<file path="config.mk">
export PLATFORM = sky130hd
export DESIGN_NAME = fxu_reservation_station
export DESIGN_NICKNAME = d
export VERILOG_FILES = /design/src/rtl/ooo_pkg.sv /design/src/rtl/rs_priority_pick.sv /design/src/rtl/fxu_reservation_station.sv
export SDC_FILE = /design/constraint.sdc
export NUM_CORES = 1
export LEC_CHECK = 0
export CAP_MARGIN = 20
export CORE_ASPECT_RATIO = 1.5
export CORE_UTILIZATION = 28
export DETAILED_ROUTE_END_ITERATION = 8
export MAX_ROUTING_LAYER = met4
export PLACE_DENSITY_LB_ADDON = 0.12
export SYNTH_ARGS = -nofsm -noshare
export SYNTH_HDL_FRONTEND = slang
export SYNTH_SLANG_ARGS = --single-unit
export TNS_END_PERCENT = 10
</file>
<file path="constraint.sdc">
create_clock -name clk -period 4.9 [get_ports clk]
set_input_delay 0.98 -clock clk [delete_from_list [all_inputs] [get_ports clk]]
set_output_delay 0.98 -clock clk [all_outputs]
set_load 0.005 [all_outputs]
</file>
<file path="src/rtl/ooo_pkg.sv">
// ---------------------------------------------------------------------------
// ooo_pkg
// Widths shared by the out-of-order core: the instruction buffer, the ROB and
// the fixed-point reservation station all import these so that ROB tags and
// operand values line up on every interface.
//
// Contents:
//   ROB_IDX_W  - width of a reorder-buffer tag
//   DATA_W     - operand / result width
//   OPCODE_W   - FXU opcode width
//   IMM_W      - immediate width
//   rs_entry_t - one reservation-station slot
// ---------------------------------------------------------------------------
package ooo_pkg;

    localparam int ROB_IDX_W = 4;
    localparam int DATA_W    = 16;
    localparam int OPCODE_W  = 4;
    localparam int IMM_W     = 8;

    // An operand is either ready (rdy=1, val holds the value) or waiting on
    // the ROB entry named by tag to broadcast its result on the CDB.
    typedef struct packed {
        logic                 busy;
        logic [ROB_IDX_W-1:0] rob_idx;
        logic                 a_rdy;
        logic [DATA_W-1:0]    a_val;
        logic [ROB_IDX_W-1:0] a_tag;
        logic                 b_rdy;
        logic [DATA_W-1:0]    b_val;
        logic [ROB_IDX_W-1:0] b_tag;
        logic [OPCODE_W-1:0]  opcode;
        logic [IMM_W-1:0]     imm;
    } rs_entry_t;

endpackage

</file>
<file path="src/rtl/rs_priority_pick.sv">
// ---------------------------------------------------------------------------
// rs_priority_pick
// Fixed-priority arbiter: the lowest-indexed asserted request wins.
// Used by the reservation station both to find a free slot for dispatch and
// to choose which ready slot issues to the FXU.
//
// Ports:
//   req  in   N      request vector
//   gnt  out  N      one-hot grant, all zero when no request is set
//   idx  out  IDX_W  binary index of the granted request (0 when none)
// ---------------------------------------------------------------------------
module rs_priority_pick #(
    parameter int N = 4,
    localparam int IDX_W = (N > 1) ? $clog2(N) : 1
) (
    input  logic [N-1:0]     req,
    output logic [N-1:0]     gnt,
    output logic [IDX_W-1:0] idx
);

    // Walk from the top index down so the last hit, i.e. the lowest
    // asserted request, is the one left standing.
    always_comb begin
        gnt = '0;
        idx = '0;
        for (int i = N - 1; i >= 0; i--) begin
            if (req[i]) begin
                gnt    = '0;
                gnt[i] = 1'b1;
                idx    = IDX_W'(i);
            end
        end
    end

endmodule

</file>
<file path="src/rtl/fxu_reservation_station.sv">
// ---------------------------------------------------------------------------
// fxu_reservation_station
// Holds dispatched FXU instructions until both operands are available, snoops
// the common data bus for missing operands, and issues the lowest-indexed
// ready entry to the FXU through a valid/ready handshake.
//
// Optional feature: define RS_WAKEUP_BYPASS_EN to let an entry whose only
// missing operands are being broadcast this cycle issue immediately, with
// those operands taken straight from cdb_value. Without it, wakeup is
// registered and the entry issues the cycle after the broadcast.
//
// Ports:
//   clk, rst_n                      clock, synchronous active-low reset
//   in_instr_valid                  dispatch request
//   in_rob_idx                      destination ROB tag
//   in_a_valid / in_b_valid         operand already holds its value
//   in_a_value / in_b_value         operand values (when valid)
//   in_a_owner / in_b_owner         producer ROB tag (when not valid)
//   in_opcode, in_i                 opcode and immediate, stored as-is
//   full                            every entry busy (registered state only)
//   cdb_valid, cdb_rob_idx,         result broadcast
//   cdb_value
//   flush                           discard all entries
//   out_valid, out_ready            issue handshake
//   out_rob_idx, out_a, out_b,      issued instruction fields, zero when
//   out_opcode, out_i               out_valid is low
//
// DATA_W is expected to match ooo_pkg::DATA_W, since slots are stored as
// ooo_pkg::rs_entry_t.
// ---------------------------------------------------------------------------
module fxu_reservation_station #(
    parameter int DEPTH  = 4,
    parameter int DATA_W = 16
) (
    input  logic                          clk,
    input  logic                          rst_n,
    input  logic                          in_instr_valid,
    input  logic [ooo_pkg::ROB_IDX_W-1:0] in_rob_idx,
    input  logic                          in_a_valid,
    input  logic                          in_b_valid,
    input  logic [DATA_W-1:0]             in_a_value,
    input  logic [DATA_W-1:0]             in_b_value,
    input  logic [ooo_pkg::ROB_IDX_W-1:0] in_a_owner,
    input  logic [ooo_pkg::ROB_IDX_W-1:0] in_b_owner,
    input  logic [ooo_pkg::OPCODE_W-1:0]  in_opcode,
    input  logic [ooo_pkg::IMM_W-1:0]     in_i,
    output logic                          full,
    input  logic                          cdb_valid,
    input  logic [ooo_pkg::ROB_IDX_W-1:0] cdb_rob_idx,
    input  logic [DATA_W-1:0]             cdb_value,
    input  logic                          flush,
    output logic                          out_valid,
    input  logic                          out_ready,
    output logic [ooo_pkg::ROB_IDX_W-1:0] out_rob_idx,
    output logic [DATA_W-1:0]             out_a,
    output logic [DATA_W-1:0]             out_b,
    output logic [ooo_pkg::OPCODE_W-1:0]  out_opcode,
    output logic [ooo_pkg::IMM_W-1:0]     out_i
);

    import ooo_pkg::*;

    localparam int IDX_W = $clog2(DEPTH);

    rs_entry_t        entries [DEPTH];
    rs_entry_t        dispatch_entry;

    logic [DEPTH-1:0] busy_vec;
    logic [DEPTH-1:0] a_hit;
    logic [DEPTH-1:0] b_hit;
    logic [DEPTH-1:0] issuable;
    logic [DEPTH-1:0] alloc_gnt;
    logic [DEPTH-1:0] issue_gnt;
    logic [IDX_W-1:0] alloc_idx;
    logic [IDX_W-1:0] issue_idx;
    logic             accept;
    logic             fire;

    // Per-entry CDB snoop: a waiting operand whose producer tag is on the bus
    // this cycle. Both operands are matched independently, so one broadcast
    // wakes both when they share a producer.
    always_comb begin
        busy_vec = '0;
        a_hit    = '0;
        b_hit    = '0;
        issuable = '0;
        for (int i = 0; i < DEPTH; i++) begin
            busy_vec[i] = entries[i].busy;
            a_hit[i]    = entries[i].busy && !entries[i].a_rdy && cdb_valid &&
                          (entries[i].a_tag == cdb_rob_idx);
            b_hit[i]    = entries[i].busy && !entries[i].b_rdy && cdb_valid &&
                          (entries[i].b_tag == cdb_rob_idx);
`ifdef RS_WAKEUP_BYPASS_EN
            issuable[i] = entries[i].busy &&
                          (entries[i].a_rdy || a_hit[i]) &&
                          (entries[i].b_rdy || b_hit[i]);
`else
            issuable[i] = entries[i].busy && entries[i].a_rdy && entries[i].b_rdy;
`endif
        end
    end

    // One arbiter finds the lowest free slot for dispatch, the other the
    // lowest ready slot for issue.
    rs_priority_pick #(.N(DEPTH)) u_alloc_pick (
        .req (~busy_vec),
        .gnt (alloc_gnt),
        .idx (alloc_idx)
    );

    rs_priority_pick #(.N(DEPTH)) u_issue_pick (
        .req (issuable),
        .gnt (issue_gnt),
        .idx (issue_idx)
    );

    // full looks only at registered busy bits, so an issue in the same cycle
    // never frees a slot for a same-cycle dispatch. A dispatch is taken only
    // when a free slot exists and no flush is in progress.
    always_comb begin
        full   = &busy_vec;
        accept = in_instr_valid && !flush && (|alloc_gnt);
        fire   = out_valid && out_ready;
    end

    // Build the slot image for a new dispatch. An operand not yet valid whose
    // producer is broadcasting right now is captured as ready, otherwise the
    // broadcast would be missed and the entry would wait forever.
    always_comb begin
        dispatch_entry         = '0;
        dispatch_entry.busy    = 1'b1;
        dispatch_entry.rob_idx = in_rob_idx;
        dispatch_entry.a_tag   = in_a_owner;
        dispatch_entry.b_tag   = in_b_owner;
        dispatch_entry.opcode  = in_opcode;
        dispatch_entry.imm     = in_i;
        if (in_a_valid) begin
            dispatch_entry.a_rdy = 1'b1;
            dispatch_entry.a_val = in_a_value;
        end else if (cdb_valid && (in_a_owner == cdb_rob_idx)) begin
            dispatch_entry.a_rdy = 1'b1;
            dispatch_entry.a_val = cdb_value;
        end
        if (in_b_valid) begin
            dispatch_entry.b_rdy = 1'b1;
            dispatch_entry.b_val = in_b_value;
        end else if (cdb_valid && (in_b_owner == cdb_rob_idx)) begin
            dispatch_entry.b_rdy = 1'b1;
            dispatch_entry.b_val = cdb_value;
        end
    end

    // Slot state. Reset beats flush beats normal operation; flush also voids
    // any issue handshake in the same cycle. The dispatch target is never
    // busy, so it cannot collide with a wakeup or with the issuing slot.
    always_ff @(posedge clk) begin
        if (!rst_n) begin
            for (int i = 0; i < DEPTH; i++) begin
                entries[i].busy  <= 1'b0;
                entries[i].a_rdy <= 1'b0;
                entries[i].b_rdy <= 1'b0;
            end
        end else if (flush) begin
            for (int i = 0; i < DEPTH; i++) begin
                entries[i].busy <= 1'b0;
            end
        end else begin
            for (int i = 0; i < DEPTH; i++) begin
                if (a_hit[i]) begin
                    entries[i].a_rdy <= 1'b1;
                    entries[i].a_val <= cdb_value;
                end
                if (b_hit[i]) begin
                    entries[i].b_rdy <= 1'b1;
                    entries[i].b_val <= cdb_value;
                end
            end
            if (fire) begin
                entries[issue_idx].busy <= 1'b0;
            end
            if (accept) begin
                entries[alloc_idx] <= dispatch_entry;
            end
        end
    end

    // Issue port, driven straight from the selected slot. Fields are forced
    // to zero when nothing is selected so the FXU never sees stale data.
    always_comb begin
        out_valid   = |issue_gnt;
        out_rob_idx = '0;
        out_a       = '0;
        out_b       = '0;
        out_opcode  = '0;
        out_i       = '0;
        if (out_valid) begin
            out_rob_idx = entries[issue_idx].rob_idx;
            out_a       = entries[issue_idx].a_val;
            out_b       = entries[issue_idx].b_val;
            out_opcode  = entries[issue_idx].opcode;
            out_i       = entries[issue_idx].imm;
`ifdef RS_WAKEUP_BYPASS_EN
            if (!entries[issue_idx].a_rdy) begin
                out_a = cdb_value;
            end
            if (!entries[issue_idx].b_rdy) begin
                out_b = cdb_value;
            end
`endif
        end
    end

endmodule

</file>
==> results.sh <==
export IMPL_wl_per_cell_um=24.65
export IMPL_cts_tree="yes"
export IMPL_yosys_warnings=0
export IMPL_routed_wl_mm=38.52
export IMPL_synth_area_um2=11610
export IMPL_async_reset_ff_frac=0
export IMPL_seq_area_frac_synth=0.6034
export IMPL_clk_latency_ns=0.55
export IMPL_crit_fanout=25
export IMPL_start_util=0.2833
export IMPL_numPortBuffers=133
export IMPL_timing_hold_violations_final=0
export IMPL_dpl_hpwl_mm=24.70
export IMPL_grt_pass1_vias=8795
export IMPL_cts_resized_gates=0
export IMPL_fin_crit_sh=0.8996
export IMPL_cts_num_sinks=236
export IMPL_cp_arrival_ns=3.43
export IMPL_status="complete, no violations"
export IMPL_crit_required_ns=3.92
export IMPL_grt_max_degree=51
export IMPL_core_area_um2=40990
export IMPL_cts_made_buffers=26
export IMPL_syn_to_final_growth_pct=23.48
export IMPL_critical_path_class="register to output port"
export IMPL_finalWorstSetupSlack_ns=0.4917
export IMPL_synthCells=937
export IMPL_drtPass1Iterations=6
export IMPL_start_kind="register"
export IMPL_fin_tns_setup_ns=0
export IMPL_yosysTopAreaCellShare=0.5897
export IMPL_utilization=0.3498
export IMPL_largest_register_ffs=236
export IMPL_drv_cap=0
export IMPL_grt_usage=0.1870
export IMPL_cts_clk_slew_worst_paths_ns=0.06
export IMPL_num_nets_final=1115
export IMPL_hold_path_class="register to register"
export IMPL_ys_flop_type="edfxtp_1"
export IMPL_rsz0062_at_grt="false"
export IMPL_yosysTopAreaCell="edfxtp_1"
export IMPL_slowest_delay_ns=0.83
export IMPL_synth_cell_types=48
export IMPL_critPathCaptureType="output port"
export IMPL_ctsHoldBuffers=0
export IMPL_fin_cells=1563
export IMPL_relSlewSlack=0.3825
export IMPL_ys_top_cells_by_area="edfxtp_1, a22o_1, and2_1, a222oi_1, a22oi_1"
export IMPL_crit_path_cell_trace="and3_2, o21ai_4, buf_12, a222oi_1, nor2_1, clkdlybuf4s50_1"
export IMPL_synth_most_common_cell="edfxtp_1"
export IMPL_whs_ns=0.5131
export IMPL_clock_fmax_mhz=226.8
export IMPL_setup_viol=0
export IMPL_synth_nets=1021
export IMPL_grt_pass1_wl_mm=56.75
export IMPL_die_h_um=251.4
export IMPL_yosys_top_cells_count="edfxtp_1, a22o_1, and2_1"
export IMPL_p_total_mw=4.579
export IMPL_place_inst=1514
export IMPL_slew_violations=0
export IMPL_synth_seq_cells=236
export IMPL_largest_register="entries"
export IMPL_cts_root_buf="clkbuf_16"
export IMPL_syn_area_per_cell_um2=12.39
export IMPL_top_regs="entries x236"
export IMPL_postCtsSetupBuffers=0
export IMPL_leakage_nw=5.061
export IMPL_powerDensity_nw_per_um2=319.4
export IMPL_finalWeightedCongestion=0.8188
export IMPL_dp_worst_setup_slack_ns=0.8887
export IMPL_design_area_um2=14340
export IMPL_die_w_um=168.3
export IMPL_drt_initial_drc_count=695
export IMPL_drc=0
export IMPL_viasPerCell=5.385
export IMPL_place_area_um2=13470
export IMPL_antenna_found_initial=1
export IMPL_drt_antenna_violating_nets=0
export IMPL_die_area_um2=42300
export IMPL_htreeDepth=1
export IMPL_ioPinCount=134
export IMPL_min_period_ns=4.408
export IMPL_clock_path_buffers=3
export IMPL_drive_gt1_frac=0.09134
export IMPL_vias=8417
export IMPL_overflow=0
export IMPL_synth_edff_count=228
export IMPL_finClkSkew_ns=0.01264
export IMPL_irDropWorstVdd_uv=203.0
export IMPL_core_rowCount=91
export IMPL_cp_slowest_cell="o21ai_4"
export IMPL_tightest_slew_ns=0.9228
==> layout by cell type (no fill, tap or decap), types with 3 or more instances in the layout <==
cell type,synthesis,final
buf_4,2,35
a21oi_1,69,69
xor2_1,9,9
clkdlybuf4s50_1,0,133
clkinv_1,0,10
bufinv_16,0,4
a222oi_1,49,49
dfxtp_1,8,8
inv_1,7,6
nor2_1,59,58
nand3_1,16,15
nand4b_1,3,3
nand3b_1,3,3
o21ai_0,5,3
a22o_1,112,112
edfxtp_1,228,228
a22oi_1,64,64
clkbuf_1,49,3
nand2b_1,5,5
clkinv_2,0,5
clkbuf_16,0,27
xnor2_1,28,28
o21ai_1,4,5
nand4_1,3,3
and2_1,103,103
or3_1,3,3
nor3_1,4,3
nand2_1,19,19
inv_2,3,3
==> power by group <==
part / leakage (nW) / internal, mW / switching [mW]
clock: 0.426 / 1.21 / 0.830
sequential: 2.25 / 2.22 / 0.00920
combinational: 2.38 / 0.141 / 0.174
total: 5.06 / 3.57 / 1.01
==> cell families after synthesis <==
logic type / Yosys count / synth area share
DFF: 236 / 0.6034
and+or+nand+nor: 236 / 0.1149
xor gates and xnor gates: 37 / 0.02791
AOI/OAI and AO/OA: 314 / 0.2103
buffers and inverters: 114 / 0.04343
==> layout make-up <==
cell class / count / area [um2]
fillers: 4126 / 26650
multi-input cells: 587 / 4151
clock inverters: 18 / 178.9
clock buffers: 30 / 686.9
inverters: 10 / 37.54
repair buffers: 170 / 1634
diodes: 1 / 2.502
well taps: 511 / 639.4
flip-flops and latches: 236 / 7007
==> final timing paths <==
check                           cells past startpoint            from  slack [ns]              to
worst max register to register                      6  entries[0][58]        2.41  entries[1][40]
worst max-delay path                                6  entries[1][32]        0.49        out_a[1]
worst min-delay path                                2  entries[2][32]        0.51  entries[2][32]
worst min register to register                      2  entries[2][32]        0.51  entries[2][32]
==> worst max-delay path, delay by kind of cell (launching register included) <==
kind	cells	cell delay, ns
AOI/OAI and AO/OA	2	1.01
buffers and inverters	2	0.80
DFF	1	0.44
and+or+nand+nor	2	0.61
==> layer usage <==
layer  part of all wire  global-route usage  up-vias
li1                   -                   -     3856
met1               0.37              0.1978     4234
met2               0.55              0.3493      267
met3              0.049             0.02314       60
met4              0.029             0.07429        0
met5                  0                   -        -
Power figures use the tool's default switching activity.
